[src/rtl/alu_mc_if.sv]
// alu_mc_if: sequencer-to-ALU bus carrying operands, handshake, results and flags
interface alu_mc_if #(
    parameter int WIDTH = 8
);
    logic             start;
    logic [3:0]       op;
    logic [WIDTH-1:0] a;
    logic [WIDTH-1:0] b;
    logic             cin;
    logic             busy;
    logic             done;
    logic [WIDTH-1:0] result;
    logic [WIDTH-1:0] result_hi;
    logic             zout;
    logic             cout;
    logic             ovf;
    logic             z_write;
    logic             c_write;

    modport master (
        output start, op, a, b, cin,
        input  busy, done, result, result_hi, zout, cout, ovf, z_write, c_write
    );

    modport slave (
        input  start, op, a, b, cin,
        output busy, done, result, result_hi, zout, cout, ovf, z_write, c_write
    );
endinterface

[src/rtl/alu_mc.sv]
// alu_mc: registered WIDTH-bit ALU with flags and an iterative shift-add multiplier
module alu_mc #(
    parameter int WIDTH = 8
) (
    input logic   clk,
    input logic   reset_n,
    alu_mc_if.slave bus
);
    localparam int SHW = $clog2(WIDTH);

    localparam logic [3:0] OP_AND  = 4'h0;
    localparam logic [3:0] OP_OR   = 4'h1;
    localparam logic [3:0] OP_XOR  = 4'h2;
    localparam logic [3:0] OP_PASB = 4'h3;
    localparam logic [3:0] OP_ADD  = 4'h4;
    localparam logic [3:0] OP_ADC  = 4'h5;
    localparam logic [3:0] OP_SUB  = 4'h6;
    localparam logic [3:0] OP_SBC  = 4'h7;
    localparam logic [3:0] OP_SLL  = 4'h8;
    localparam logic [3:0] OP_SRL  = 4'h9;
    localparam logic [3:0] OP_SRA  = 4'hA;
    localparam logic [3:0] OP_ROL  = 4'hB;
    localparam logic [3:0] OP_MUL  = 4'hC;

    typedef enum logic {S_IDLE, S_MUL} state_t;

    state_t             state_q, state_d;
    logic [WIDTH-1:0]   result_q, result_d;
    logic [WIDTH-1:0]   hi_q, hi_d;
    logic [WIDTH-1:0]   mcand_q, mcand_d;
    logic [WIDTH-1:0]   mplier_q, mplier_d;
    logic [2*WIDTH-1:0] acc_q, acc_d;
    logic [SHW-1:0]     count_q, count_d;
    logic               done_q, done_d;
    logic               zout_q, zout_d;
    logic               cout_q, cout_d;
    logic               ovf_q, ovf_d;
    logic               zw_q, zw_d;
    logic               cw_q, cw_d;

    logic [SHW-1:0]     amt;
    logic [WIDTH-1:0]   b_eff;
    logic               add_cin;
    logic [WIDTH:0]     sum;
    logic [2*WIDTH-1:0] rol_wide;
    logic [WIDTH-1:0]   sra_res;
    logic [WIDTH-1:0]   alu_res;
    logic               alu_z, alu_c, alu_v, alu_zw, alu_cw;
    logic [WIDTH:0]     mul_sum;
    logic [2*WIDTH-1:0] mul_next;

    // Single-cycle datapath: SUB/SBC invert b (op[1]); ADC/SBC take cin (op[0]), SUB forces carry-in 1
    always_comb begin
        amt      = bus.b[SHW-1:0];
        b_eff    = bus.op[1] ? ~bus.b : bus.b;
        add_cin  = bus.op[0] ? bus.cin : bus.op[1];
        sum      = {1'b0, bus.a} + {1'b0, b_eff} + {{WIDTH{1'b0}}, add_cin};
        rol_wide = {bus.a, bus.a} << amt;
        sra_res  = $signed(bus.a) >>> amt;
        alu_res  = '0;
        alu_c    = 1'b0;
        alu_v    = 1'b0;
        alu_zw   = 1'b1;
        alu_cw   = 1'b0;
        case (bus.op)
            OP_AND:  alu_res = bus.a & bus.b;
            OP_OR:   alu_res = bus.a | bus.b;
            OP_XOR:  alu_res = bus.a ^ bus.b;
            OP_PASB: alu_res = bus.b;
            OP_ADD, OP_ADC, OP_SUB, OP_SBC: begin
                alu_res = sum[WIDTH-1:0];
                alu_c   = sum[WIDTH];
                alu_v   = (bus.a[WIDTH-1] == b_eff[WIDTH-1]) && (sum[WIDTH-1] != bus.a[WIDTH-1]);
                alu_cw  = 1'b1;
            end
            OP_SLL:  alu_res = bus.a << amt;
            OP_SRL:  alu_res = bus.a >> amt;
            OP_SRA:  alu_res = sra_res;
            OP_ROL:  alu_res = rol_wide[2*WIDTH-1:WIDTH];
            default: alu_zw  = 1'b0;
        endcase
        alu_z = alu_zw && (alu_res == '0);
    end

    // One multiplier step: conditionally add multiplicand into the upper half, then shift {carry, acc} right
    always_comb begin
        mul_sum  = {1'b0, acc_q[2*WIDTH-1:WIDTH]} + {1'b0, (mplier_q[0] ? mcand_q : {WIDTH{1'b0}})};
        mul_next = {mul_sum, acc_q[WIDTH-1:1]};
    end

    // Next-state and result/flag capture; outputs hold unless a done is being produced
    always_comb begin
        state_d  = state_q;
        result_d = result_q;
        hi_d     = hi_q;
        mcand_d  = mcand_q;
        mplier_d = mplier_q;
        acc_d    = acc_q;
        count_d  = count_q;
        done_d   = 1'b0;
        zout_d   = zout_q;
        cout_d   = cout_q;
        ovf_d    = ovf_q;
        zw_d     = zw_q;
        cw_d     = cw_q;
        if (state_q == S_IDLE) begin
            if (bus.start && bus.op == OP_MUL) begin
                state_d  = S_MUL;
                mcand_d  = bus.a;
                mplier_d = bus.b;
                acc_d    = '0;
                count_d  = '0;
            end else if (bus.start) begin
                done_d   = 1'b1;
                result_d = alu_res;
                hi_d     = '0;
                zout_d   = alu_z;
                cout_d   = alu_c;
                ovf_d    = alu_v;
                zw_d     = alu_zw;
                cw_d     = alu_cw;
            end
        end else begin
            acc_d    = mul_next;
            mplier_d = mplier_q >> 1;
            count_d  = count_q + 1'b1;
            if (count_q == SHW'(WIDTH - 1)) begin
                state_d  = S_IDLE;
                done_d   = 1'b1;
                result_d = mul_next[WIDTH-1:0];
                hi_d     = mul_next[2*WIDTH-1:WIDTH];
                zout_d   = (mul_next == '0);
                cout_d   = (mul_next[2*WIDTH-1:WIDTH] != '0);
                ovf_d    = 1'b0;
                zw_d     = 1'b1;
                cw_d     = 1'b1;
            end
        end
    end

    // State, multiplier and output registers; reset abandons any multiply in flight
    always_ff @(posedge clk or negedge reset_n) begin
        if (!reset_n) begin
            state_q  <= S_IDLE;
            result_q <= '0;
            hi_q     <= '0;
            mcand_q  <= '0;
            mplier_q <= '0;
            acc_q    <= '0;
            count_q  <= '0;
            done_q   <= 1'b0;
            zout_q   <= 1'b0;
            cout_q   <= 1'b0;
            ovf_q    <= 1'b0;
            zw_q     <= 1'b0;
            cw_q     <= 1'b0;
        end else begin
            state_q  <= state_d;
            result_q <= result_d;
            hi_q     <= hi_d;
            mcand_q  <= mcand_d;
            mplier_q <= mplier_d;
            acc_q    <= acc_d;
            count_q  <= count_d;
            done_q   <= done_d;
            zout_q   <= zout_d;
            cout_q   <= cout_d;
            ovf_q    <= ovf_d;
            zw_q     <= zw_d;
            cw_q     <= cw_d;
        end
    end

    assign bus.busy      = (state_q == S_MUL);
    assign bus.done      = done_q;
    assign bus.result    = result_q;
    assign bus.result_hi = hi_q;
    assign bus.zout      = zout_q;
    assign bus.cout      = cout_q;
    assign bus.ovf       = ovf_q;
    assign bus.z_write   = zw_q;
    assign bus.c_write   = cw_q;
endmodule

[src/flat_wrapper.sv]
// flat-port wrapper written by rule: the top's interface ports become plain ports
module alu_mc_flat 
#(
    parameter int WIDTH = 8
)
  (clk, reset_n, bus_start, bus_op, bus_a, bus_b, bus_cin, bus_busy, bus_done, bus_result, bus_result_hi, bus_zout, bus_cout, bus_ovf, bus_z_write, bus_c_write);
  alu_mc_if #(.WIDTH(WIDTH)) bus_i ();
  input logic clk;
  input logic reset_n;
  input wire logic [$bits(bus_i.start)-1:0] bus_start;
  input wire logic [$bits(bus_i.op)-1:0] bus_op;
  input wire logic [$bits(bus_i.a)-1:0] bus_a;
  input wire logic [$bits(bus_i.b)-1:0] bus_b;
  input wire logic [$bits(bus_i.cin)-1:0] bus_cin;
  output wire logic [$bits(bus_i.busy)-1:0] bus_busy;
  output wire logic [$bits(bus_i.done)-1:0] bus_done;
  output wire logic [$bits(bus_i.result)-1:0] bus_result;
  output wire logic [$bits(bus_i.result_hi)-1:0] bus_result_hi;
  output wire logic [$bits(bus_i.zout)-1:0] bus_zout;
  output wire logic [$bits(bus_i.cout)-1:0] bus_cout;
  output wire logic [$bits(bus_i.ovf)-1:0] bus_ovf;
  output wire logic [$bits(bus_i.z_write)-1:0] bus_z_write;
  output wire logic [$bits(bus_i.c_write)-1:0] bus_c_write;
  assign bus_i.start = bus_start;
  assign bus_i.op = bus_op;
  assign bus_i.a = bus_a;
  assign bus_i.b = bus_b;
  assign bus_i.cin = bus_cin;
  assign bus_busy = bus_i.busy;
  assign bus_done = bus_i.done;
  assign bus_result = bus_i.result;
  assign bus_result_hi = bus_i.result_hi;
  assign bus_zout = bus_i.zout;
  assign bus_cout = bus_i.cout;
  assign bus_ovf = bus_i.ovf;
  assign bus_z_write = bus_i.z_write;
  assign bus_c_write = bus_i.c_write;
  alu_mc #(.WIDTH(WIDTH)) u_core (.clk(clk), .reset_n(reset_n), .bus(bus_i));
endmodule
[config.mk]
export PLATFORM = sky130hd
export DESIGN_NAME = alu_mc_flat
export DESIGN_NICKNAME = d
export VERILOG_FILES = /design/src/rtl/alu_mc_if.sv /design/src/rtl/alu_mc.sv /design/src/flat_wrapper.sv
export SDC_FILE = /design/constraint.sdc
export NUM_CORES = 1
export LEC_CHECK = 0
export ABC_AREA = 1
export CAP_MARGIN = 20
export CORE_UTILIZATION = 35
export CTS_CLUSTER_DIAMETER = 150
export CTS_CLUSTER_SIZE = 10
export DETAILED_ROUTE_END_ITERATION = 6
export GPL_ROUTABILITY_DRIVEN = 0
export SLEW_MARGIN = 25
export SYNTH_ARGS = -nofsm -noshare
export SYNTH_HDL_FRONTEND = slang
export SYNTH_SLANG_ARGS = --single-unit
[constraint.sdc]
create_clock -name clk -period 2.25 [get_ports clk]
set_input_delay 0.675 -clock clk [delete_from_list [all_inputs] [get_ports clk]]
set_output_delay 0.675 -clock clk [all_outputs]
set_load 0.02 [all_outputs]
==> results of run 1 <==
==> power groups by stage <==
stage	registers (W)	logic, W	clock network [W]
2_1_floorplan	0.00176	0.00127	0
3_3_place_gp	0.00162	0.00254	0
3_5_place_dp	0.00163	0.00260	0
4_1_cts	0.00162	0.00270	0.00150
5_1_grt	0.00167	0.00306	0.00156
6_report	0.00163	0.00276	0.00148
==> worst max-delay path by stage <==
stage	slack, ns	to	depth (start not counted)	start
after floorplan	-0.52	u_core.bus.zout	16	bus_op[1]
after global placement	-1.10	u_core.bus.zout	16	bus_op[1]
after detailed placement	-1.13	u_core.bus.zout	16	bus_op[1]
after CTS	-0.25	u_core.bus.zout	18	bus_op[0]
after global routing	-0.43	u_core.bus.zout	16	bus_b[0]
final	-0.31	u_core.bus.zout	16	bus_b[0]
==> metrics by stage <==
stage	total power, W	hold slack, ns	util [%]	setup TNS [ns]
4_1_cts	0.00582	0.363	51.7	-1.07
2_1_floorplan	0.00303	0.379	-	-2.38
6_report	0.00586	0.340	53.3	-1.63
5_1_grt	0.00629	0.359	53.3	-2.66
3_3_place_gp	0.00417	0.458	47.6	-27.76
3_5_place_dp	0.00423	0.471	47.6	-29.40
==> critical path: stages <==
cell and delay (ns):
buf_8 0.11, xor2_4 0.17, fa_2 0.42, fa_2 0.41
nand3_2 0.08, nand2_2 0.06, or2_4 0.23, nand3_2 0.07
nand2_2 0.06, nor2_4 0.10, nand3_2 0.06, nor2_1 0.12
nand3_1 0.08, nand2_1 0.07, nand2_1 0.05, nand2_1 0.05
==> placed cells by master (no fill, tap or decap), types with 8 or more instances in the layout <==
cell and count:
nand3_2 9, o211ai_1 8, ha_1 31, buf_4 111
a21oi_1 20, nand2_1 209, nand2_2 19, clkbuf_16 9
dfrtp_1 57, o21ai_0 33, a21oi_2 8, nand3_1 60
inv_1 65, nor2_2 14, nor2_1 37, clkdlybuf4s50_1 26
==> kinds of logic (layout without fill, tap and decap cells) <==
logic type	Yosys count	in the layout	synth area share [%]
AOI/OAI and AO/OA	95	95	12.0
adders and majority gates	37	37	10.7
buffers and inverters	95	256	8.56
xor gates and xnor gates	11	11	2.13
and+or+nand+nor	376	376	35.1
DFF	57	57	31.5
==> layout make-up <==
type	instances	share of cell area, %
Multi-Input combinational cell	519	44.9
Timing Repair Buffer	168	21.7
Sequential cell	57	21.2
Inverter	72	4.06
Clock buffer	11	3.76
Tap cell	172	3.20
Clock inverter	5	1.15
==> sequential cells by signal, summed over array words and instances (netlist names) <==
name and cells:
u_core.bus.zout 1, u_core.count_q 3, u_core.bus.c_write 1, u_core.mcand_q 8
u_core.bus.result_hi 8, u_core.acc_q 15, u_core.bus.z_write 1, u_core.bus.cout 1
u_core.bus.result 8, u_core.bus.busy 1, u_core.bus.done 1, u_core.bus.ovf 1
u_core.mplier_q 8
==> per-layer routing <==
layer / vias up / share of wire, % / global-route usage, % / wire (microns)
li1: 2488 / - / - / -
met1: 2281 / 43 / 28.8 / 6200
met2: 195 / 47 / 38.4 / 6800
met3: 38 / 5.6 / 2.14 / 803
met4: 0 / 3.8 / 10.3 / 547
met5: - / 0 / 0 / 0
==> timing repair <==
item | 4_1_cts | 5_1_grt
setup buffers | 6 | 5
hold buffers | 0 | 0
gates cloned | 0 | 0
gates resized for setup | 67 | 56
endpoints found under the setup margin | 50 | 13
pin swaps | 32 | 36
==> summary.md, run 1 <==
| Metric | Value |
|---|---|
| Vias per inst | 4.98 |
| FF-to-FF path depth | 17 |
| PD cells | 873 mW/mm^2 |
| Number of global-route vias before repair | 4807 |
| Multi-input logic area | 0.00302 sq mm |
| Hold WC Path Type | primary input to async pin |
| Yosys reg bits | 57 |
| Clock power share | 25.3% |
| Final period utilization | 114% |
| CTS clock-pin slew for the worst setup and hold paths | 0.05 ns |
| CP required | 2.51 ns |
| Area Overhead vs Synth | 48.4% |
| Seq. cell area | 0.00143 sq mm |
| Hold Vio Cnt, Final | 0 |
| Synth Warn # | 0 |
| Detailed Route WL | 14300 microns |
| I/O pin count | 47 |
| IO Port Bufs | 46 |
| Status | finished, violations left |
| Share of layout cells above drive strength 1 | 27.6% |
| Fin cells | 1004 |
| R2R Setup Slk | -0.03 ns |
| Routed len/inst | 14.3 microns |
| Ys flop type | dfrtp_1 |
| Maximum clock path buffer count | 2 |
| Largest cells by area after synthesis | dfrtp_1 (31%), nand2_1 (18%), ha_1 (9.4%) |
| Worst setup EP type | flip-flop |
| DR DRC count | 0 |
| Die Area | 0.0134 sq mm |
| Most frequent cells after synthesis | nand2_1 (223), inv_1 (69), nand3_1 (69) |
| Synth area leader | dfrtp_1 |
| Reported net switching power | 0.00219 W |
| Placeable Area | 0.0126 sq mm |
| Count leader, synth | nand2_1 |
| Final WS setup | -0.309 ns |
| CP Class | primary input to flip-flop |
| Startpoint class of the critical path | primary input |
| Async set-reset flop share out of synthesis | 100% |
| Failing checks | setup timing |
| Post-route ant nets | 0 |
| RR Endpoint | u_core.bus.zout |
| Final instance area | 0.00672 sq mm |
| Post-layout min period | 2.56 ns |
| Num rows | 41 |
| Initial antenna violation count | 0 |
| First-pass DRT Iterations | 5 |
| Largest net degree at the start of global routing | 58 |
| Die Span X | 116 microns |
| Vias | 5002 |
| Pre-CTS setup slack | -1.13 ns |
| Final clock skew | 0.00548 ns |
| Starting Density | 35.9% |
| Mapped Area | 0.00453 sq mm |
| Reg power frac | 27.7% |
| Sw frac | 37.3% |
| # nets final | 888 |
| CP Data Arrival Time | 2.82 ns |
| Post-Synthesis Net Count | 732 |
| Clock buffers created by TritonCTS | 9 |
| Worst slew pin tran | 0.409 ns |
| Post-synth cell types | 39 |
| Global-route wire length before repair | 23400 microns |
| Syn avg cell area | 6.75 sq um |
| H-tree depth | 3 |
| CTS tree | built |
| Endpoints failing setup | 9 |
| P_leak | 3.53 nW |
| Placed instance count | 979 |
| Overflow after GRT | 0 |
| GRT Util Overall | 22.5% |
| Post-Synthesis Cells | 671 |
| Internal | 0.00368 W |
| Peak Freq | 391 MHz |
| Cell area after placement | 0.00601 sq mm |
| # diodes | 0 |
| Relative slew margins | 72.7% |
| FF-to-FF Start | u_core.mcand_q[0] |
| CTS sink cnt | 57 |
| Die Y | 116 microns |
| Hpwl dp | 11000 microns |
| Starting DRC count in detailed routing | 355 |
| Clk Latency, worst-skew pair | 0.33 ns |
| Post-synth EDFFs | 0 |
| Fill cells | 1213 |
| Top cell type's share of synthesized area | 31.5% |
| Unrepaired setup endpoints after global routing | yes |
| Register area share after synthesis | 31.5% |
| Max Cap Violations | 0 |
| Peak supply drop | 433 uV |
| Clock Tree Root | clkbuf_16 |
| CP Max Fanout | 3 |
| Combinational power share | 47.0% |
| Pins Over Slew Limit | 0 |
Note: power is estimated with default switching activity, not from simulation.
==> run 2: changes to the inputs <==
--- a/config.mk
+++ b/config.mk
@@ -12,7 +12,8 @@
 export CTS_CLUSTER_SIZE = 10
 export DETAILED_ROUTE_END_ITERATION = 6
 export GPL_ROUTABILITY_DRIVEN = 0
-export SLEW_MARGIN = 25
+export GPL_TIMING_DRIVEN = 0
+export SLEW_MARGIN = 20
 export SYNTH_ARGS = -nofsm -noshare
 export SYNTH_HDL_FRONTEND = slang
 export SYNTH_SLANG_ARGS = --single-unit
==> summary.md, run 2 (synthesis gave the netlist of run 1 again) <==
| Metric | Value |
|---|---|
| Status | finished, violations left (unchanged) |
| Failing checks | setup timing (unchanged) |
| Final period utilization | 121% (was 114%) |
| # nets final | 813 (was 888) |
| H-tree depth | 3 (unchanged) |
| Cell area after placement | 0.00526 sq mm (was 0.00601 sq mm) |
| Share of layout cells above drive strength 1 | 19.4% (was 27.6%) |
| Peak supply drop | 433 uV (about the same) |
| CTS tree | built (unchanged) |
| Post-route ant nets | 0 (unchanged) |
| Initial antenna violation count | 0 (unchanged) |
| Global-route wire length before repair | 23300 microns (was 23400 microns) |
| Vias | 4836 (was 5002) |
| PD cells | 874 mW/mm^2 (was 873 mW/mm^2) |
| Pins Over Slew Limit | 0 (unchanged) |
| Clk Latency, worst-skew pair | 0.32 ns (was 0.33 ns) |
| CP required | 2.51 ns (about the same) |
| Starting Density | 35.9% (unchanged) |
| FF-to-FF path depth | 17 (unchanged) |
| Largest net degree at the start of global routing | 58 (unchanged) |
| Final clock skew | 0.00835 ns (was 0.00548 ns) |
| Hold WC Path Type | primary input to async pin (unchanged) |
| Num rows | 41 (unchanged) |
| Clock buffers created by TritonCTS | 9 (unchanged) |
| Post-layout min period | 2.73 ns (was 2.56 ns) |
| Most common cell after layout, fill and taps aside | nand2_1 (unchanged) |
| CTS clock-pin slew for the worst setup and hold paths | 0.05 ns (about the same) |
| Hold Vio Cnt, Final | 0 (unchanged) |
| Die Area | 0.0134 sq mm (unchanged) |
| IO Port Bufs | 46 (unchanged) |
| Startpoint class of the critical path | primary input (unchanged) |
| Finished Core Util | 48.2% (was 53.3%) |
| First-pass DRT Iterations | 4 (was 5) |
| Largest reg by FF count | u_core.acc_q (unchanged) |
| Fill cells | 1298 (was 1213) |
| CP Data Arrival Time | 2.99 ns (was 2.82 ns) |
| Detailed Route WL | 14300 microns (unchanged) |
| Worst setup EP type | flip-flop (unchanged) |
| Worst slew pin tran | 0.716 ns (was 0.409 ns) |
| # diodes | 0 (unchanged) |
| Tot Pwr | 0.00532 W (was 0.00586 W) |
| Final WS setup | -0.478 ns (was -0.309 ns) |
| Endpoints failing setup | 9 (unchanged) |
| Routed len/inst | 15.4 microns (was 14.3 microns) |
| I/O pin count | 47 (unchanged) |
| Die Y | 116 microns (unchanged) |
| Clock Tree Root | clkbuf_16 (unchanged) |
| Hpwl dp | 10600 microns (was 11000 microns) |
| Min Hold Slack | 0.411 ns (was 0.340 ns) |
| Max Cap Violations | 0 (unchanged) |
| Overflow after GRT | 0 (unchanged) |
| Max FFs per register | 15 (unchanged) |
| CP Max Fanout | 3 (unchanged) |
| Vias per inst | 5.21 (was 4.98) |
| Relative slew margins | 52.3% (was 72.7%) |
| Area Overhead vs Synth | 34.4% (was 48.4%) |
| Peak Freq | 367 MHz (was 391 MHz) |
| P_leak | 3.08 nW (was 3.53 nW) |
| CTS sink cnt | 57 (unchanged) |
| Placeable Area | 0.0126 sq mm (unchanged) |
| Most frequent cells in the layout | nand2_1 (211), inv_1 (66), nand3_1 (56), dfrtp_1 (56), nor2_1 (37) (was nand2_1 (209), buf_4 (111), inv_1 (65)) |
| Maximum clock path buffer count | 2 (unchanged) |
| DR DRC count | 0 (unchanged) |
| Final instance area | 0.00609 sq mm (was 0.00672 sq mm) |
| GRT Util Overall | 22.5% (about the same) |
| Number of global-route vias before repair | 4651 (was 4807) |
| Starting DRC count in detailed routing | 397 (was 355) |
| CP Class | primary input to flip-flop (unchanged) |
| Die Span X | 116 microns (unchanged) |
| Unrepaired setup endpoints after global routing | yes (unchanged) |
==> run 2: cell types whose count changed in the layout (fill, tap and decap cells not counted), sizes merged <==
| cell | delta |
|---|---|
| buf | -80 |
| bufinv | -2 |
| clkbuf | +3 |
| clkdlybuf4s15 | +2 |
| clkinv | +2 |
| clkinvlp | -1 |
| dlygate4sd2 | +4 |
| dlymetal6s2s | -3 |
==> run 2: final cells by class <==
| cell class | instances | area [sq um] | area share, % |
|---|---|---|---|
| inverters | 72 | 270 | 4.44 |
| plain buffers | 22 | 164 | 2.69 |
| multi-input cells | 519 | 3070 | 50.5 |
| repair buffers | 71 | 682 | 11.2 |
| clock inverters | 4 | 20.0 | 0.329 |
| well taps | 172 | 215 | 3.54 |
| flip-flops and latches | 57 | 1430 | 23.5 |
| clock buffers | 12 | 236 | 3.88 |
==> run 2: path summary, 6_finish.rpt <==
path	from	end	slack, ns
max in group asynchronous	reset_n	u_core.mplier_q[0]	1.32
max reg2reg	u_core.mplier_q[0]	u_core.bus.zout	-0.04
min reg2reg	u_core.bus.result[6]	u_core.bus.result[6]	0.47
max	bus_b[0]	u_core.bus.zout	-0.48
min in group clk	u_core.bus.result[6]	u_core.bus.result[6]	0.47
min	reset_n	u_core.bus.result_hi[5]	0.41
==> run 2: per-layer routing <==
metal  track usage (%)  wire, microns
met1              29.7           6380
met2              36.9           6620
met3              3.35            874
met4              9.06            476
met5                 0              0
==> run 2: power by group <==
part / internal [W] / switching (W)
registers: 0.00140 / 0.000217
logic: 0.00101 / 0.00153
clock network: 0.000734 / 0.000427
==> run 2: critical path: stages <==
cell and delay, ns:
buf_8 0.09, buf_6 0.11, xor2_2 0.17, fa_2 0.36, fa_2 0.40, nand3_2 0.11, nand2_4 0.06, or2_4 0.24
nand3_4 0.08, nand2_4 0.06, nor2_4 0.12, nand3_2 0.08, nor2_1 0.11, nand3_1 0.12, nand2_1 0.09, nand2_1 0.05
nand2_1 0.05
==> run 2: repair_timing <==
action,CTS,global route
pin swaps,33,25
resized for setup,99,37
buffers inserted,22,3
hold buffers,0,0
endpoints found under the setup margin,25,28
hold endpoints to repair,0,0
==> run 2: stage by stage <==
step | TNS [ns] | cells | setup slack, ns
final | -2.23 | 929 | -0.478
after global routing | -2.98 | 929 | -0.577
after CTS | -2.06 | 926 | -0.451
after detailed placement | -25.46 | 889 | -1.58
after global placement | -95.08 | 889 | -1.58
after floorplan | -2.38 | 671 | -0.525
